File: config.mk
export PLATFORM = sky130hd
export DESIGN_NAME = fifo_word_packer
export DESIGN_NICKNAME = d
export VERILOG_FILES = /design/src/rtl/fifo_pkg.sv /design/src/rtl/pack_out_reg.sv /design/src/rtl/fifo_word_packer.sv
export SDC_FILE = /design/constraint.sdc
export NUM_CORES = 1
export LEC_CHECK = 0
export ABC_AREA = 1
export ABC_CLOCK_PERIOD_IN_PS = 3700
export CAP_MARGIN = 20
export CORE_AREA = 5 5 85 87
export DETAILED_ROUTE_END_ITERATION = 10
export DIE_AREA = 0 0 90 92
export DONT_BUFFER_PORTS = 1
export PLACE_DENSITY = 0.69
export SLEW_MARGIN = 20
export SYNTH_ARGS = -nofsm -noshare
export SYNTH_HDL_FRONTEND = slang
export SYNTH_HIERARCHICAL = 1
export SYNTH_SLANG_ARGS = --single-unit
File: constraint.sdc
create_clock -name clk -period 3.7 [get_ports clk]
set_input_delay 0.74 -clock clk [delete_from_list [all_inputs] [get_ports clk]]
set_output_delay 0.74 -clock clk [all_outputs]
set_load 0.005 [all_outputs]
File: src/rtl/fifo_pkg.sv
// fifo_pkg: shared defaults for the FIFO word packer slice.
// Entry width, pack factor and lane-count width.
package fifo_pkg;

  localparam int DEF_DATA_WIDTH = 8;
  localparam int DEF_PACK       = 4;
  localparam int DEF_CNT_W      = $clog2(DEF_PACK + 1);

  function automatic int cnt_width(input int pack);
    return $clog2(pack + 1);
  endfunction

endpackage

File: src/rtl/pack_out_reg.sv
// pack_out_reg: output holding register for packed words.
// Holds data/keep under backpressure, reloads on the accepting cycle.
module pack_out_reg
  import fifo_pkg::*;
#(
  parameter int W = DEF_DATA_WIDTH * DEF_PACK,
  parameter int K = DEF_PACK
) (
  input  logic         clk,
  input  logic         rst,
  input  logic         load_i,
  input  logic [W-1:0] data_i,
  input  logic [K-1:0] keep_i,
  input  logic         ready_i,
  output logic         free_o,
  output logic         valid_o,
  output logic [W-1:0] data_o,
  output logic [K-1:0] keep_o
);

  logic         valid_q, valid_d;
  logic [W-1:0] data_q, data_d;
  logic [K-1:0] keep_q, keep_d;

  // next word: load wins, else drop valid once accepted
  always_comb begin
    free_o  = !valid_q || ready_i;
    valid_d = valid_q;
    data_d  = data_q;
    keep_d  = keep_q;
    if (load_i) begin
      valid_d = 1'b1;
      data_d  = data_i;
      keep_d  = keep_i;
    end else if (ready_i) begin
      valid_d = 1'b0;
    end
  end

  // output register with synchronous reset
  always_ff @(posedge clk) begin
    if (rst) begin
      valid_q <= 1'b0;
      data_q  <= '0;
      keep_q  <= '0;
    end else begin
      valid_q <= valid_d;
      data_q  <= data_d;
      keep_q  <= keep_d;
    end
  end

  assign valid_o = valid_q;
  assign data_o  = data_q;
  assign keep_o  = keep_q;

endmodule

File: src/rtl/fifo_word_packer.sv
// fifo_word_packer: pops FIFO entries and packs PACK of them per word.
// Flush pushes out a partial word with a lane keep mask.
module fifo_word_packer
  import fifo_pkg::*;
#(
  parameter int DATA_WIDTH = DEF_DATA_WIDTH,
  parameter int PACK       = DEF_PACK
) (
  input  logic                       clk,
  input  logic                       rst,
  input  logic                       fifo_empty,
  output logic                       fifo_rd_en,
  input  logic [DATA_WIDTH-1:0]      fifo_rdata,
  input  logic                       flush,
  output logic                       out_valid,
  input  logic                       out_ready,
  output logic [DATA_WIDTH*PACK-1:0] out_data,
  output logic [PACK-1:0]            out_keep
);

  localparam int CW = cnt_width(PACK);
  localparam int OW = DATA_WIDTH * PACK;
  localparam logic [CW-1:0] FULL = CW'(PACK);

  logic [CW-1:0]         cnt_q, cnt_d, cnt_land;
  logic                  pend_q, pend_d;
  logic                  freq_q, freq_d;
  logic [DATA_WIDTH-1:0] acc_q [PACK];
  logic [DATA_WIDTH-1:0] acc_d [PACK];
  logic [CW:0]           inflight;
  logic                  flush_act, resolve;
  logic                  emit_full, emit_part, load;
  logic                  out_free;
  logic [OW-1:0]         word;
  logic [PACK-1:0]       keep;

  // read issue: stop when accumulator plus in-flight entry is full
  always_comb begin
    inflight   = {1'b0, cnt_q} + {{CW{1'b0}}, pend_q};
    fifo_rd_en = !rst && !fifo_empty && !freq_q
              && (inflight < {1'b0, FULL});
  end

  // landing, word completion and flush resolution
  always_comb begin
    acc_d = acc_q;
    for (int i = 0; i < PACK; i++) begin
      if (pend_q && cnt_q == CW'(i)) acc_d[i] = fifo_rdata;
    end
    cnt_land  = cnt_q + CW'(pend_q);
    flush_act = flush || freq_q;
    resolve   = flush_act && !pend_q;
    emit_full = (cnt_land == FULL) && out_free;
    emit_part = resolve && (cnt_q != '0)
             && (cnt_q != FULL) && out_free;
    load      = emit_full || emit_part;
    keep      = '0;
    word      = '0;
    for (int i = 0; i < PACK; i++) begin
      keep[i] = emit_full || (CW'(i) < cnt_q);
      if (keep[i]) word[i*DATA_WIDTH +: DATA_WIDTH] = acc_d[i];
    end
    cnt_d  = load ? '0 : cnt_land;
    pend_d = fifo_rd_en;
    freq_d = freq_q || flush;
    if (resolve && (cnt_q == '0 || out_free)) freq_d = 1'b0;
  end

  // accumulator state, cleared by reset mid-word
  always_ff @(posedge clk) begin
    if (rst) begin
      cnt_q  <= '0;
      pend_q <= 1'b0;
      freq_q <= 1'b0;
      for (int i = 0; i < PACK; i++) acc_q[i] <= '0;
    end else begin
      cnt_q  <= cnt_d;
      pend_q <= pend_d;
      freq_q <= freq_d;
      for (int i = 0; i < PACK; i++) acc_q[i] <= acc_d[i];
    end
  end

  pack_out_reg #(
    .W (OW),
    .K (PACK)
  ) u_out (
    .clk     (clk),
    .rst     (rst),
    .load_i  (load),
    .data_i  (word),
    .keep_i  (keep),
    .ready_i (out_ready),
    .free_o  (out_free),
    .valid_o (out_valid),
    .data_o  (out_data),
    .keep_o  (out_keep)
  );

endmodule

==> results of run 1 <==
[sequential cells by signal (all words and copies together) (netlist names)]
name and cells:
acc_q 32, cnt_q 3, u_out/data_o 32, u_out/keep_o 4
u_out/valid_o 1, pend_q 1, freq_q 1
[area by class of cell]
type,instances,area (sq um)
clock inverter,6,65.1
timing repair buffer,1,7.51
multi-input combinational,305,1480
sequential,74,1480
clock buffer,10,138
inverter,61,243
tap,77,96.3
fill,613,2770
[worst register-to-register path, stage by stage (launching register included)]
cell     delay [ns]
dfxtp_1        0.45
ha_1           0.21
ha_1           0.23
inv_1          0.09
nand2_1        0.06
nor2_1         0.09
nand2_1        0.07
nand2_1        0.58
buf_4          0.36
o21ai_0        0.13
nor2_1         0.11
[power groups by stage]
stage | logic, mW | registers, mW | clock network, mW
after floorplan | 0.148 | 0.875 | 0
after global placement | 0.148 | 0.883 | 0
after detailed placement | 0.152 | 0.883 | 0
after CTS | 0.153 | 0.865 | 0.651
after global routing | 0.177 | 0.869 | 0.690
final | 0.151 | 0.864 | 0.638
[metrics by stage]
step           hold WS (ns)  instance area [sq um]
3_5_place_dp          0.505                   3310
6_report              0.442                   3510
4_1_cts               0.438                   3510
5_1_grt               0.426                   3510
2_1_floorplan         0.476                   3390
3_3_place_gp          0.500                   3310
[cell usage in the layout, fill, tap and decap left out, types with 2 or more instances in the layout]
cell / instances
nor2_1: 110
nor2_2: 29
inv_1: 55
nand3_1: 28
nand2_2: 7
clkinv_2: 3
ha_1: 2
nor2_8: 2
clkbuf_8: 10
inv_2: 4
and3_1: 2
dfxtp_1: 74
nand2_1: 68
o21ai_2: 8
o21ai_1: 14
nor2_4: 7
o21ai_0: 23
[path summary, 6_finish.rpt]
kind,from,endpoint,slack [ns],cells after the start
hold reg to reg,u_out/data_o[12],u_out/data_o[12],0.52,2
hold / removal,rst,u_out/valid_o,0.44,1
setup / recovery,cnt_q[0],u_out/data_o[4],1.28,10
setup reg to reg,cnt_q[0],u_out/data_o[4],1.28,10
[metal layers]
layer | GRT usage (%) | routed length [um] | vias to the layer above
li1 | - | - | 1382
met1 | 21.5 | 3130 | 1135
met2 | 26.2 | 3000 | 66
met3 | 5.65 | 495 | 7
met4 | 8.19 | 76 | 0
met5 | 0 | 0 | -
[kinds of logic (layout without fill, tap and decap cells)]
kind of cell	after synthesis	in the layout
AND/OR/NAND/NOR	256	256
buffers and inverters	80	78
AO/OA/AOI/OAI	47	47
flip-flops	74	74
adder cells (fa/ha/maj)	2	2
==> results.json, run 1 <==
{
  "place_congestion": 0.850,
  "cpLargestDelayFamily": "simple AND/OR/NAND/NOR gates",
  "n_antenna_cell": 0,
  "synthAdderAreaFrac_pct": 0.739,
  "synth_top_family_by_area": "simple AND/OR/NAND/NOR gates",
  "wirelength_um": 6700,
  "p_per_area_nw_per_um2": 470,
  "worstSetupPathType": "reg -> reg",
  "finalSetupViolCount": 0,
  "setup_tns_ns": 0,
  "grt_overflow": 0,
  "core-area_sq_um": 6280,
  "syn-mean-instance-area_sq_um": 7.38,
  "clk_transition_reported_paths_ns": 0.08,
  "synth.most_common_cell": "nor2_1",
  "grt_pass1_vias": 2439,
  "dr.first_iter.drc_count": 133,
  "die-height_um": 92,
  "cp.required_ns": 3.99,
  "status": "completed",
  "power.total_mw": 1.65,
  "hold_viol": 0,
  "rsz0062_at_grt": "no",
  "placed_cells": 518,
  "swShare_pct": 26.5,
  "start_util_pct": 54.0,
  "cpPeakStageDelay_ns": 0.58,
  "synthesis.nets": 474,
  "cts_root_buf": "clkbuf_8",
  "cts_hold_buf": 0,
  "clock-skew-final_ns": 0.0106,
  "slew_headroom_pct": 47.3,
  "ios": 51,
  "cts_resized": 0,
  "num-nets-final": 467,
  "synth_ff_type": "dfxtp_1",
  "numClockSinks": 74,
  "grt_start_max_net_pins": 38,
  "pwr-share-seq_pct": 52.3,
  "post-cts-setup-buffers": 0,
  "setup.worst_path.end_class": "flop",
  "cp-start-kind": "flop",
  "cts_buffer_depth": 2,
  "cts-buffers-inserted": 9,
  "hold_class": "in -> reg",
  "synthMuxAreaShare_pct": 0,
  "peakVddDrop_uv": 263,
  "antenna_left": 0,
  "grt_pass1_wl_um": 11600,
  "gr-usage-all-layers_pct": 17.0,
  "first_pass_iters": 4,
  "critPathMaxFanout": 20,
  "netSwitchingPower_uw": 437,
  "ys_top_cells_by_area": "dfxtp_1 44%, nor2_1 12%, nand2_1 7.5%",
  "synth-xor-area-share_pct": 0,
  "ys_seq_area_share_pct": 43.7,
  "synth_compound_area_share_pct": 7.94,
  "die_w_um": 90,
  "viasPerCell": 4.85,
  "route.detailed.drc": 0,
  "async_reset_ff_share_pct": 0,
  "cap_violations": 0,
  "cts_tree": "yes",
  "fin_crit_ns": 2.42,
  "arrival_ns": 2.72,
  "synth_simple_gate_area_share_pct": 35.1,
  "syn-cell-area_sq_um": 3390,
  "p_int_mw": 1.21,
  "drive_gt1_share_pct": 17.1,
  "antenna_found_initial": 0,
  "ys_seq_elements": 74,
  "finalCritPeriodShare_pct": 65.5,
  "cp_num_buf_inv": 2,
  "synth_warnings": 6,
  "die_area_sq_um": 8280,
  "place_ws_ns": 1.21,
  "port_buffers": 0,
  "syn_inst": 459,
  "fmax_mhz": 413,
  "cpMaxStageDelayCell": "nand2_1",
  "ys_types": 27,
  "crit_chain": "ha_1 > ha_1 > inv_1 > nand2_1 > nor2_1 > nand2_1 > nand2_1 > buf_4 > o21ai_0 > nor2_1",
  "num_rows": 29,
  "clock_latency_ns": 0.36,
  "area_growth_pct": 3.69,
  "wl_per_cell_um": 12.5,
  "synth_common_cells": "110 x nor2_1, 74 x dfxtp_1, 68 x nand2_1",
  "clkPwrFrac_pct": 38.6,
  "layout_setup_ws_ns": 1.28,
  "cts.htree.levels": 3,
  "yosysTopAreaCellShare_pct": 43.7,
  "p_leak_nw": 1.68,
  "drv_slew": 0,
  "worst_slew_pin_slew_ns": 0.788,
  "critPathMostFrequentCell": "nand2_1",
  "synth_top_cell_by_area": "dfxtp_1",
  "hpwlAfterDp_um": 4610,
  "comb_power_share_pct": 9.1,
  "fin_cells": 534,
  "dr_total_vias": 2590,
  "synth_edf_count": 0,
  "final_util_pct": 55.9
}
Note: power is estimated with default switching activity, not from simulation.
==> inputs of run 2 (changes only) <==
ABC_CLOCK_PERIOD_IN_PS = 2500   (was 3700)
clock period = 2.5 ns   (was 3.7 ns; I/O delays follow)
==> results.json, run 2 (synthesis gave the netlist of run 1 again) <==
{
  "die_area_sq_um": 8280,
  "finalCritPeriodShare_pct": 84.7,
  "viasPerCell": 4.92,
  "final_cell_mix": "110 x nor2_1, 74 x dfxtp_1, 68 x nand2_1",
  "grt_overflow": 0,
  "port_buffers": 0,
  "worst_slew_pin_slew_ns": 0.520,
  "final_area_sq_um": 3560,
  "num-nets-final": 468,
  "rsz0062_at_grt": "no",
  "cts_buffer_depth": 2,
  "cap_violations": 0,
  "hold_viol": 0,
  "antenna_found_initial": 0,
  "die_w_um": 90,
  "cts-buffers-inserted": 9,
  "gr-usage-all-layers_pct": 18.2,
  "drv_slew": 0,
  "post-cts-setup-buffers": 0,
  "clock_latency_ns": 0.34,
  "area_growth_pct": 5.13,
  "critPathMostFrequentCell": "ha_1",
  "critPathMaxFanout": 4,
  "place_congestion": 0.851,
  "p_per_area_nw_per_um2": 741,
  "clock-skew-final_ns": 0.0101,
  "nFillCells": 625,
  "die-height_um": 92,
  "cp.required_ns": 2.00,
  "cp-start-kind": "flop",
  "cts_tree": "yes",
  "route.detailed.drc": 0,
  "worstSetupPathType": "reg -> out",
  "arrival_ns": 1.62,
  "cts_hold_buf": 0,
  "num_rows": 29,
  "wl_per_cell_um": 13.3,
  "dr.first_iter.drc_count": 171,
  "grt_pass1_vias": 2593,
  "cts_resized": 0,
  "grt_start_max_net_pins": 38,
  "setup_tns_ns": 0,
  "cpMaxStageDelayCell": "dfxtp_1",
  "setup.worst_path.end_class": "output pin",
  "postPlaceCellArea_sq_um": 3320,
  "fmax_mhz": 472,
  "place_ws_ns": 0.520,
  "final_common_cell": "nor2_1",
  "crit_chain": "ha_1 > ha_1 > inv_1 > nand2_1 > nand2_2 > and3_1",
  "status": "completed",
  "placed_cells": 519,
  "start_util_pct": 54.0,
  "cpPeakStageDelay_ns": 0.36,
  "drive_gt1_share_pct": 16.8,
  "core-area_sq_um": 6280,
  "fin_cells": 535,
  "slew_headroom_pct": 65.3,
  "p_leak_nw": 1.70,
  "antenna_left": 0,
  "cts.htree.levels": 3,
  "numClockSinks": 74,
  "ios": 51,
  "layout_setup_ws_ns": 0.383,
  "first_pass_iters": 4,
  "hold_class": "in -> reg",
  "grt_pass1_wl_um": 12400,
  "hpwlAfterDp_um": 4890,
  "finalSetupViolCount": 0,
  "clk_transition_reported_paths_ns": 0.07,
  "fin_crit_ns": 2.12,
  "cts_root_buf": "clkbuf_8",
  "n_antenna_cell": 0,
  "wirelength_um": 7090,
  "dr_total_vias": 2633,
  "peakVddDrop_uv": 427
}
==> run 2: cell count changes in the layout (fill, tap and decap cells not counted), sizes merged <==
cell | previous run | this run
buf | 1 | 2
bufinv | 1 | 3
clkbuf | 10 | 12
clkinv | 4 | 2
clkinvlp | 1 | 0
inv | 61 | 60
==> run 2: power by group <==
| part | leakage (nW) | internal [mW] | switching [mW] | total, mW |
|---|---|---|---|---|
| logic | 0.983 | 0.0703 | 0.160 | 0.230 |
| clock network | 0.121 | 0.693 | 0.436 | 1.13 |
| registers | 0.601 | 1.24 | 0.0391 | 1.28 |
| total | 1.70 | 2.00 | 0.635 | 2.64 |
==> run 2: final cells by class <==
type / instances / area (sq um) / share of cell area (%)
clock buffer: 12 / 145 / 4.08
clock inverter: 4 / 98.8 / 2.78
inverter: 61 / 243 / 6.82
multi-input combinational: 305 / 1480 / 41.6
sequential: 74 / 1480 / 41.6
tap: 77 / 96.3 / 2.71
timing repair buffer: 2 / 15.0 / 0.422
==> run 2: routing by layer <==
| layer | GRT usage (%) | vias up | routed length, um |
|---|---|---|---|
| met2 | 27.3 | 67 | 3240 |
| li1 | - | 1377 | - |
| met5 | 0 | - | 0 |
| met3 | 4.09 | 11 | 397 |
| met4 | 8.31 | 0 | 116 |
| met1 | 24.9 | 1178 | 3340 |
==> run 2: worst paths after layout <==
check	slack, ns	end	from	cells past startpoint
max	0.38	fifo_rd_en	cnt_q[0]	6
min	0.22	u_out/valid_o	rst	1
max reg2reg	0.47	u_out/data_o[10]	cnt_q[0]	10
min reg2reg	0.51	u_out/data_o[19]	u_out/data_o[19]	2
==> run 2: critical path, delay by kind of cell, from the launching register on <==
| kind | cells | cell delay [ns] |
|---|---|---|
| fa+ha+maj | 2 | 0.46 |
| buf+inv | 1 | 0.08 |
| flops | 1 | 0.36 |
| simple gates | 3 | 0.39 |
==> run 2: through the flow <==
stage / hold WS (ns) / util [%] / power, mW
finish: 0.217 / 56.7 / 2.64
global route: 0.205 / 56.7 / 2.76
CTS: 0.202 / 56.7 / 2.67
detailed placement: 0.503 / 52.8 / 1.54
global placement: 0.496 / 52.8 / 1.53
floorplan: 0.476 / - / 1.51
==> inputs of run 3 (changes only) <==
ABC_CLOCK_PERIOD_IN_PS = 1860   (was 2500)
PLACE_DENSITY = 0.72   (was 0.69)
clock period = 1.86 ns   (was 2.5 ns; I/O delays follow)
==> results.json, run 3 (synthesis gave the netlist of run 1 again) <==
{
  "cp-start-kind": "flop",
  "ios": 51,
  "drive_gt1_share_pct": 20.8,
  "num-nets-final": 477,
  "arrival_ns": 1.41,
  "numClockSinks": 74,
  "die-height_um": 92,
  "cts.htree.levels": 3,
  "viasPerCell": 4.88,
  "status": "completed",
  "clock-skew-final_ns": 0.00873,
  "clk_transition_reported_paths_ns": 0.08,
  "grt_pass1_vias": 2482,
  "r2r-start": "pend_q",
  "final_cell_mix": "108 x nor2_1, 73 x dfxtp_1, 65 x nand2_1",
  "power.total_mw": 3.59,
  "grt_overflow": 0,
  "hold_end": "u_out/valid_o",
  "cp.required_ns": 1.49,
  "gr-usage-all-layers_pct": 17.9,
  "num_rows": 29,
  "cap_violations": 0,
  "peakVddDrop_uv": 529,
  "reg2reg_slack_ns": 0.10,
  "die_w_um": 90,
  "hpwlAfterDp_um": 4790,
  "wirelength_um": 7110,
  "p_per_area_nw_per_um2": 962,
  "n_antenna_cell": 0,
  "dr_total_vias": 2656,
  "cts_root_buf": "clkbuf_8",
  "cts_tree": "yes",
  "finalSetupViolCount": 0,
  "worstSetupPathType": "reg -> out",
  "slew_headroom_pct": 65.6,
  "rr_worst_depth": 9,
  "core-area_sq_um": 6280,
  "start_util_pct": 54.0,
  "cts_buffer_depth": 2,
  "grt_start_max_net_pins": 38,
  "place_ws_ns": 0.0496,
  "worst_slew_pin_slew_ns": 0.515,
  "route.detailed.drc": 0,
  "finalCritPeriodShare_pct": 96.0,
  "cts-buffers-inserted": 9,
  "antenna_left": 0,
  "die_area_sq_um": 8280,
  "grt_pass1_wl_um": 12000,
  "layout_setup_ws_ns": 0.0738,
  "p_leak_nw": 1.77,
  "port_buffers": 0,
  "dr.first_iter.drc_count": 145,
  "hold_depth": 1,
  "clock_latency_ns": 0.35,
  "area_growth_pct": 10.3,
  "setup_tns_ns": 0,
  "drv_slew": 0,
  "fmax_mhz": 560,
  "antenna_found_initial": 0,
  "first_pass_iters": 4,
  "final_common_cell": "nor2_1",
  "fin_crit_ns": 1.79,
  "place_congestion": 0.861,
  "hold_start": "rst",
  "r2r_end": "u_out/data_o[3]",
  "setup.worst_path.end_class": "output pin",
  "nFillCells": 579,
  "hold_class": "in -> reg",
  "wl_per_cell_um": 13.1,
  "critPathMaxFanout": 4,
  "rsz0062_at_grt": "no",
  "final_util_pct": 59.5,
  "whs_ns": 0.0678,
  "hold_viol": 0
}
## run 3: cell types whose count changed in the layout (fill, tap and decap cells not counted), sizes merged
cell,delta
buf,+8
clkbuf,-2
clkinv,+2
inv,+1
## run 3: layout make-up
class / instances / area (sq um) / area share [%]
multi-input cells: 305 / 1520 / 40.7
repair buffers: 11 / 141 / 3.79
inverters: 61 / 246 / 6.60
flip-flops and latches: 74 / 1480 / 39.7
well taps: 77 / 96.3 / 2.58
clock inverters: 7 / 125 / 3.35
clock buffers: 9 / 124 / 3.32
## run 3: metrics by stage
stage                     std cells  cell area [sq um]
after floorplan                 459               3390
after global placement          524               3370
after detailed placement        524               3370
after CTS                       541               3630
after global routing            544               3730
final                           544               3730
## run 3: routing by layer
metal / global-route usage (%) / vias up / wire length, um
met5: 0 / - / 0
li1: - / 1409 / -
met3: 4.91 / 13 / 450
met4: 8.56 / 0 / 142
met1: 22.4 / 1176 / 3330
met2: 28.4 / 58 / 3190
## run 3: report_power, final
| part | switching, mW | internal (mW) |
|---|---|---|
| clock network | 0.627 | 0.902 |
| registers | 0.0493 | 1.67 |
| logic | 0.225 | 0.123 |
| total | 0.902 | 2.69 |
## run 3: worst max-delay path: stages (launching register included)
cell and delay (ns):
dfxtp_2 0.34, ha_2 0.19, ha_4 0.17, inv_2 0.06, nand2_2 0.07, nand2_4 0.07
and3_1 0.16
## run 3: worst max path at each step
stage / from / to / slack (ns)
6_report: pend_q / fifo_rd_en / 0.07
5_1_grt: pend_q / fifo_rd_en / 0.01
4_1_cts: cnt_q[0] / fifo_rd_en / 0.003
3_5_place_dp: pend_q / u_out/data_o[3] / 0.05
3_3_place_gp: pend_q / u_out/keep_o[3] / 0.12
2_1_floorplan: cnt_q[0] / u_out/data_o[3] / 0.14
## run 3: timing repair
item	4_1_cts	5_1_grt
cloned	0	1
hold buffers	0	0
buffers inserted	1	2
endpoints found under the setup margin	1	38
pin swaps	1	1
gates resized for setup	4	10
